File: src/rtl/hazard_ctrl_if.sv
// D-stage hazard request (addresses, Tuse/Tnew) and the stall/forward response.
interface hazard_ctrl_if;
   logic [4:0] d_raddr0;
   logic [4:0] d_raddr1;
   logic [2:0] d_tuse0;
   logic [2:0] d_tuse1;
   logic [4:0] d_waddr;
   logic [2:0] d_tnew;
   logic       stall;
   logic [1:0] fwd_d0;
   logic [1:0] fwd_d1;
   logic [1:0] fwd_e0;
   logic [1:0] fwd_e1;
   logic [1:0] fwd_m1;

   modport master (
      output d_raddr0, d_raddr1, d_tuse0, d_tuse1, d_waddr, d_tnew,
      input  stall, fwd_d0, fwd_d1, fwd_e0, fwd_e1, fwd_m1
   );

   modport slave (
      input  d_raddr0, d_raddr1, d_tuse0, d_tuse1, d_waddr, d_tnew,
      output stall, fwd_d0, fwd_d1, fwd_e0, fwd_e1, fwd_m1
   );
endinterface

File: src/rtl/hazard_ctrl.sv
// Stall/forward scheduler for the 5-stage pipeline: tracks dest/Tnew through
// E/M/W and resolves D, E and M operand hazards combinationally.
module hazard_ctrl #(
   parameter int unsigned CNT_W     = 32,
   parameter logic [2:0]  TUSE_NONE = 3'd7
) (
   input  logic             clk,
   input  logic             reset_n,
   hazard_ctrl_if.slave     hz,
   output logic [CNT_W-1:0] stall_cnt
);

   typedef struct packed {
      logic [4:0] raddr0;
      logic [4:0] raddr1;
      logic [4:0] waddr;
      logic [2:0] tnew;
   } stage_t;

   stage_t e_q, m_q, w_q;

   logic       stall;
   logic [1:0] fwd_d0, fwd_d1, fwd_e0, fwd_e1, fwd_m1;

   function automatic logic match(stage_t s, logic [4:0] r);
      return (r != 5'd0) && (s.waddr == r);
   endfunction

   function automatic stage_t age(stage_t s);
      stage_t a;
      a = s;
      a.tnew = (s.tnew == 3'd0) ? 3'd0 : s.tnew - 3'd1;
      return a;
   endfunction

   function automatic logic opnd_stall(logic [4:0] r, logic [2:0] tuse,
                                       stage_t e, stage_t m);
      if (tuse == TUSE_NONE) return 1'b0;
      return (match(e, r) && (e.tnew > tuse)) || (match(m, r) && (m.tnew > tuse));
   endfunction

   // Youngest match wins; a not-yet-ready youngest producer forwards nothing
   // (older stages hold stale data for that register).
   function automatic logic [1:0] sel_d(logic [4:0] r, logic [2:0] tuse,
                                        stage_t e, stage_t m, stage_t w);
      if (tuse == TUSE_NONE) return 2'd0;
      if (match(e, r)) return (e.tnew == 3'd0) ? 2'd1 : 2'd0;
      if (match(m, r)) return (m.tnew == 3'd0) ? 2'd2 : 2'd0;
      if (match(w, r)) return (w.tnew == 3'd0) ? 2'd3 : 2'd0;
      return 2'd0;
   endfunction

   function automatic logic [1:0] sel_e(logic [4:0] r, stage_t m, stage_t w);
      if (match(m, r)) return (m.tnew == 3'd0) ? 2'd2 : 2'd0;
      if (match(w, r)) return (w.tnew == 3'd0) ? 2'd3 : 2'd0;
      return 2'd0;
   endfunction

   always_comb begin
      stall  = opnd_stall(hz.d_raddr0, hz.d_tuse0, e_q, m_q)
             | opnd_stall(hz.d_raddr1, hz.d_tuse1, e_q, m_q);
      fwd_d0 = sel_d(hz.d_raddr0, hz.d_tuse0, e_q, m_q, w_q);
      fwd_d1 = sel_d(hz.d_raddr1, hz.d_tuse1, e_q, m_q, w_q);
      fwd_e0 = sel_e(e_q.raddr0, m_q, w_q);
      fwd_e1 = sel_e(e_q.raddr1, m_q, w_q);
      fwd_m1 = match(w_q, m_q.raddr1) ? 2'd3 : 2'd0;
   end

   assign hz.stall  = stall;
   assign hz.fwd_d0 = fwd_d0;
   assign hz.fwd_d1 = fwd_d1;
   assign hz.fwd_e0 = fwd_e0;
   assign hz.fwd_e1 = fwd_e1;
   assign hz.fwd_m1 = fwd_m1;

   always_ff @(posedge clk or negedge reset_n) begin
      if (!reset_n) begin
         e_q       <= '0;
         m_q       <= '0;
         w_q       <= '0;
         stall_cnt <= '0;
      end else begin
         m_q <= age(e_q);
         w_q <= age(m_q);
         e_q <= stall ? '0 : stage_t'{hz.d_raddr0, hz.d_raddr1, hz.d_waddr, hz.d_tnew};
         if (stall && (stall_cnt != '1))
            stall_cnt <= stall_cnt + CNT_W'(1);
      end
   end

endmodule

File: src/flat_wrapper.sv
// flat-port wrapper written by rule: the top's interface ports become plain ports
module hazard_ctrl_flat 
#(
   parameter int unsigned CNT_W     = 32,
   parameter logic [2:0]  TUSE_NONE = 3'd7
)
  (clk, reset_n, stall_cnt, hz_d_raddr0, hz_d_raddr1, hz_d_tuse0, hz_d_tuse1, hz_d_waddr, hz_d_tnew, hz_stall, hz_fwd_d0, hz_fwd_d1, hz_fwd_e0, hz_fwd_e1, hz_fwd_m1);
  hazard_ctrl_if hz_i ();
  input  logic clk;
  input  logic reset_n;
  output logic [CNT_W-1:0] stall_cnt;
  input wire logic [$bits(hz_i.d_raddr0)-1:0] hz_d_raddr0;
  input wire logic [$bits(hz_i.d_raddr1)-1:0] hz_d_raddr1;
  input wire logic [$bits(hz_i.d_tuse0)-1:0] hz_d_tuse0;
  input wire logic [$bits(hz_i.d_tuse1)-1:0] hz_d_tuse1;
  input wire logic [$bits(hz_i.d_waddr)-1:0] hz_d_waddr;
  input wire logic [$bits(hz_i.d_tnew)-1:0] hz_d_tnew;
  output wire logic [$bits(hz_i.stall)-1:0] hz_stall;
  output wire logic [$bits(hz_i.fwd_d0)-1:0] hz_fwd_d0;
  output wire logic [$bits(hz_i.fwd_d1)-1:0] hz_fwd_d1;
  output wire logic [$bits(hz_i.fwd_e0)-1:0] hz_fwd_e0;
  output wire logic [$bits(hz_i.fwd_e1)-1:0] hz_fwd_e1;
  output wire logic [$bits(hz_i.fwd_m1)-1:0] hz_fwd_m1;
  assign hz_i.d_raddr0 = hz_d_raddr0;
  assign hz_i.d_raddr1 = hz_d_raddr1;
  assign hz_i.d_tuse0 = hz_d_tuse0;
  assign hz_i.d_tuse1 = hz_d_tuse1;
  assign hz_i.d_waddr = hz_d_waddr;
  assign hz_i.d_tnew = hz_d_tnew;
  assign hz_stall = hz_i.stall;
  assign hz_fwd_d0 = hz_i.fwd_d0;
  assign hz_fwd_d1 = hz_i.fwd_d1;
  assign hz_fwd_e0 = hz_i.fwd_e0;
  assign hz_fwd_e1 = hz_i.fwd_e1;
  assign hz_fwd_m1 = hz_i.fwd_m1;
  hazard_ctrl #(.CNT_W(CNT_W), .TUSE_NONE(TUSE_NONE)) u_core (.clk(clk), .reset_n(reset_n), .hz(hz_i), .stall_cnt(stall_cnt));
endmodule
File: config.mk
export PLATFORM = sky130hd
export DESIGN_NAME = hazard_ctrl_flat
export DESIGN_NICKNAME = d
export VERILOG_FILES = /design/src/rtl/hazard_ctrl_if.sv /design/src/rtl/hazard_ctrl.sv /design/src/flat_wrapper.sv
export SDC_FILE = /design/constraint.sdc
export NUM_CORES = 1
export LEC_CHECK = 0
export CAP_MARGIN = 20
export CELL_PAD_IN_SITES_DETAIL_PLACEMENT = 1
export CELL_PAD_IN_SITES_GLOBAL_PLACEMENT = 2
export CORE_ASPECT_RATIO = 1.4
export CORE_MARGIN = 5
export CORE_UTILIZATION = 38
export DETAILED_ROUTE_END_ITERATION = 8
export GPL_TIMING_DRIVEN = 0
export PLACE_DENSITY_LB_ADDON = 0.1
export SLEW_MARGIN = 25
export SYNTH_ARGS = -nofsm -noshare
export SYNTH_HDL_FRONTEND = slang
export SYNTH_SLANG_ARGS = --single-unit
File: constraint.sdc
create_clock -name clk -period 8.89 [get_ports clk]
set_clock_uncertainty 0.15 [all_clocks]
set_input_delay 2.2225 -clock clk [delete_from_list [all_inputs] [get_ports clk]]
set_output_delay 2.2225 -clock clk [all_outputs]
set_load 0.01 [all_outputs]
==> results_tabular.tex <==
\begin{tabular}{lr}
\hline
Metric & Value \\
\hline
\multicolumn{2}{l}{\textbf{Floorplanning}} \\
Die footprint & 13300 um2 \\
Initial Utilization & 38.8\% \\
Vert. Die Dim & 134 um \\
Placeable core area & 10800 um2 \\
Die Width & 98.8 um \\
Site row count & 45 \\
Count of boundary I/O pins & 69 \\
\multicolumn{2}{l}{\textbf{Worst setup path}} \\
Worst Path Class, Setup & input port to output port \\
Required time of the critical path & 6520 ps \\
Startpoint Class & input port \\
Arrival @ worst endpoint & 5040 ps \\
Critical Path Fanout Max & 10 \\
Crit. End Element & output port \\
Depth of the most critical reg-to-reg path & 9 \\
\multicolumn{2}{l}{\textbf{Routing}} \\
Via count & 3088 \\
Routed wire length & 10.9 mm \\
First DRT Iteration DRCs & 45 \\
Number of detailed-routing iterations run before antenna repair & 4 \\
Ratio of routed vias to standard cells & 5.16 \\
Detail Route Antenna Nets & 0 \\
Routed len/inst & 18.2 um \\
Drt drc & 0 \\
\multicolumn{2}{l}{\textbf{Synth}} \\
Net count of the mapped netlist & 416 \\
Post-Syn Area per Cell & 11.2 um2 \\
Post-synth cell types & 43 \\
Number of synthesized register bits & 71 \\
Post-synth top area share & 42.4\% \\
Ranking of synthesized cells by instance count & sky130\_fd\_sc\_hd\_\_dfrtp\_1, sky130\_fd\_sc\_hd\_\_xor2\_1, sky130\_fd\_sc\_hd\_\_xnor2\_1 \\
Most area-hungry cell type in the Yosys netlist & sky130\_fd\_sc\_hd\_\_dfrtp\_1 \\
Synth warnings & 0 \\
Post-synthesis cell count & 373 \\
Sequential fraction of the synthesis area & 42.4\% \\
Ys flop type & sky130\_fd\_sc\_hd\_\_dfrtp\_1 \\
EDFF count, synth & 0 \\
Cell with the most instances after synthesis & sky130\_fd\_sc\_hd\_\_dfrtp\_1 \\
Dominant cells by area after synthesis & sky130\_fd\_sc\_hd\_\_dfrtp\_1, sky130\_fd\_sc\_hd\_\_xor2\_1, sky130\_fd\_sc\_hd\_\_xnor2\_1, sky130\_fd\_sc\_hd\_\_ha\_1, sky130\_fd\_sc\_hd\_\_and3\_1 \\
Share of async-settable or async-resettable flops after synthesis & 100\% \\
Synthesized area & 4190 um2 \\
\multicolumn{2}{l}{\textbf{Power}} \\
Max IR drop VDD & 0.0000996 V \\
Leakage power & 2.35 nW \\
Cell area power density & 176 nW/um2 \\
Pwr Total & 0.952 mW \\
\multicolumn{2}{l}{\textbf{Clocking}} \\
Cells resized by post-CTS repair & 0 \\
Clock tree from TritonCTS & built \\
Post-CTS Repair Setup Buffers & 0 \\
Maximum count of clock buffers along a single path & 2 \\
H-tree depth reported by CTS & 3 \\
Clock latency at the later pin of the worst-skew pair & 330 ps \\
Cts-stage hold buffer count & 0 \\
Root buf cell & sky130\_fd\_sc\_hd\_\_clkbuf\_16 \\
CTS sink cnt & 71 \\
Clock buffers created by TritonCTS & 9 \\
Clock transition time at the flip-flop clock pins of the worst setup and hold paths & 60 ps \\
\multicolumn{2}{l}{\textbf{Global route}} \\
Number of antenna violations at the first check in global routing & 0 \\
Via count of the first global-routing pass & 3432 \\
Congestion Overflow GR & 0 \\
Maximum number of pins on one net before global-route repair & 47 \\
First-pass GRT wire length & 18.0 mm \\
Global routing usage summed across all routing layers & 17.2\% \\
\multicolumn{2}{l}{\textbf{Timing}} \\
Fmax & 135 MHz \\
Number of endpoints with negative hold slack in the final report & 0 \\
Unrepaired setup endpoints after global routing & false \\
Worst relative slew slack & 54.3\% \\
Tcrit/Tclk final & 83.4\% \\
Setup violators final & 0 \\
Transition time at the pin with the least slew margin & 681 ps \\
Final slew viol count & 0 \\
Minimum period implied by the final worst setup slack & 7410 ps \\
Sum of negative setup slack & 0 ps \\
\multicolumn{2}{l}{\textbf{Layout}} \\
Proportion of layout cells with a drive suffix above 1 & 15.1\% \\
Nets & 496 \\
P\&R area growth vs syn & 29.3\% \\
Number of antenna repair diodes & 0 \\
\multicolumn{2}{l}{\textbf{Hold path}} \\
Worst hold-check path type & flip-flop to flip-flop \\
Number of cells on the worst hold path & 0 \\
\multicolumn{2}{l}{\textbf{Outcome}} \\
Outcome & finished clean \\
\multicolumn{2}{l}{\textbf{Placed design}} \\
GPL Wtd Cong & 0.762 \\
HPWL after detailed placement & 8.37 mm \\
Port Buffers & 68 \\
\multicolumn{2}{l}{\textbf{Job}} \\
MaxCap Viol Count & 0 \\
\hline
\end{tabular}
## metrics by stage
step | hold slack, ps | setup WS (ps) | util, % | instances | instance area (um2)
after global placement | 289 | 1430 | 46.7 | 582 | 5050
after floorplan | 260 | 2730 | - | 373 | 4190
final | 301 | 1480 | 50.2 | 599 | 5420
after detailed placement | 287 | 1440 | 46.9 | 583 | 5070
after CTS | 303 | 1430 | 50.2 | 599 | 5420
after global routing | 321 | 1310 | 50.2 | 599 | 5420
## worst paths after layout
kind	from	end	slack, ps
worst max-delay path	hz_d_raddr0[0]	hz_stall	1480
worst min-delay path	u_core.e_q[5]	u_core.m_q[5]	300
worst max register to register	u_core.stall_cnt[0]	u_core.stall_cnt[4]	5970
worst min register to register	u_core.e_q[5]	u_core.m_q[5]	300
max in group asynchronous	reset_n	u_core.e_q[2]	6390
min in group asynchronous	reset_n	u_core.m_q[11]	1650
## registers in the layout, indices dropped and copies added, names as in the netlist
register,count
u_core.m_q,13
u_core.stall_cnt,32
u_core.w_q,8
u_core.e_q,18
## layout by cell type, fill, tap and decap left out, types with 3 or more instances in the layout
master and n:
sky130_fd_sc_hd__dfrtp_1 71, sky130_fd_sc_hd__clkdlybuf4s50_1 67, sky130_fd_sc_hd__xor2_1 57, sky130_fd_sc_hd__xnor2_1 26
sky130_fd_sc_hd__and3_1 25, sky130_fd_sc_hd__nand3_1 18, sky130_fd_sc_hd__nor2_1 17, sky130_fd_sc_hd__ha_1 17
sky130_fd_sc_hd__nand2_1 12, sky130_fd_sc_hd__nor4_2 12, sky130_fd_sc_hd__nor3_1 11, sky130_fd_sc_hd__nand4_1 11
sky130_fd_sc_hd__inv_1 10, sky130_fd_sc_hd__clkbuf_16 9, sky130_fd_sc_hd__nor4b_2 8, sky130_fd_sc_hd__nor3_2 8
sky130_fd_sc_hd__a31oi_1 6, sky130_fd_sc_hd__clkbuf_1 6, sky130_fd_sc_hd__o21ai_0 4, sky130_fd_sc_hd__nor2b_1 4
sky130_fd_sc_hd__o21a_1 4, sky130_fd_sc_hd__buf_4 4, sky130_fd_sc_hd__nor4_1 4, sky130_fd_sc_hd__a21oi_1 4
sky130_fd_sc_hd__nand2b_1 3, sky130_fd_sc_hd__or4_1 3, sky130_fd_sc_hd__and2_1 3, sky130_fd_sc_hd__buf_6 3
sky130_fd_sc_hd__bufinv_16 3, sky130_fd_sc_hd__clkinv_4 3
## power breakdown
group / switching [mW] / internal (mW) / leakage, nW
clock network: 0.141 / 0.275 / 0.170
registers: 0.0296 / 0.347 / 0.904
logic: 0.0802 / 0.0789 / 1.28
total: 0.251 / 0.701 / 2.35
## worst max-delay path, cell delays in order
cell	delay, ps
sky130_fd_sc_hd__clkdlybuf4s50_1	540
sky130_fd_sc_hd__or4_1	580
sky130_fd_sc_hd__nor2_2	180
sky130_fd_sc_hd__nor4_2	110
sky130_fd_sc_hd__a32oi_4	320
sky130_fd_sc_hd__and2_1	190
sky130_fd_sc_hd__buf_4	160
sky130_fd_sc_hd__buf_4	230
sky130_fd_sc_hd__inv_2	40
sky130_fd_sc_hd__clkdlybuf4s50_1	470
## cells by family (layout without fill, tap and decap cells)
group                    after synthesis  in the layout  synth area share (%)
AND/OR/NAND/NOR                      150            150                  25.8
multiplexers                           4              4                  1.13
XOR/XNOR                              83             83                  17.3
adder cells (fa/ha/maj)               17             17                  5.07
buffers and inverters                 26            111                  3.91
AO/OA/AOI/OAI                         22             22                  4.36
flip-flops                            71             71                  42.4
## per-layer routing
metal	up-vias	share of wire, %	routed length [um]	track usage, %
met5	-	0	0	0
met4	0	1.5	166	5.69
met3	9	3.6	396	4.63
met2	47	55	6030	31.5
met1	1561	39	4300	19.0
li1	1471	-	-	-
## layout make-up
class | count | area (um2)
buffer | 15 | 123
sequential | 71 | 1780
clock buffer | 9 | 225
tap | 141 | 176
inverter | 11 | 41.3
fill | 1190 | 5390
multi-input combinational | 276 | 2250
clock inverter | 7 | 121
timing repair buffer | 69 | 706
Power figures use the tool's default switching activity.
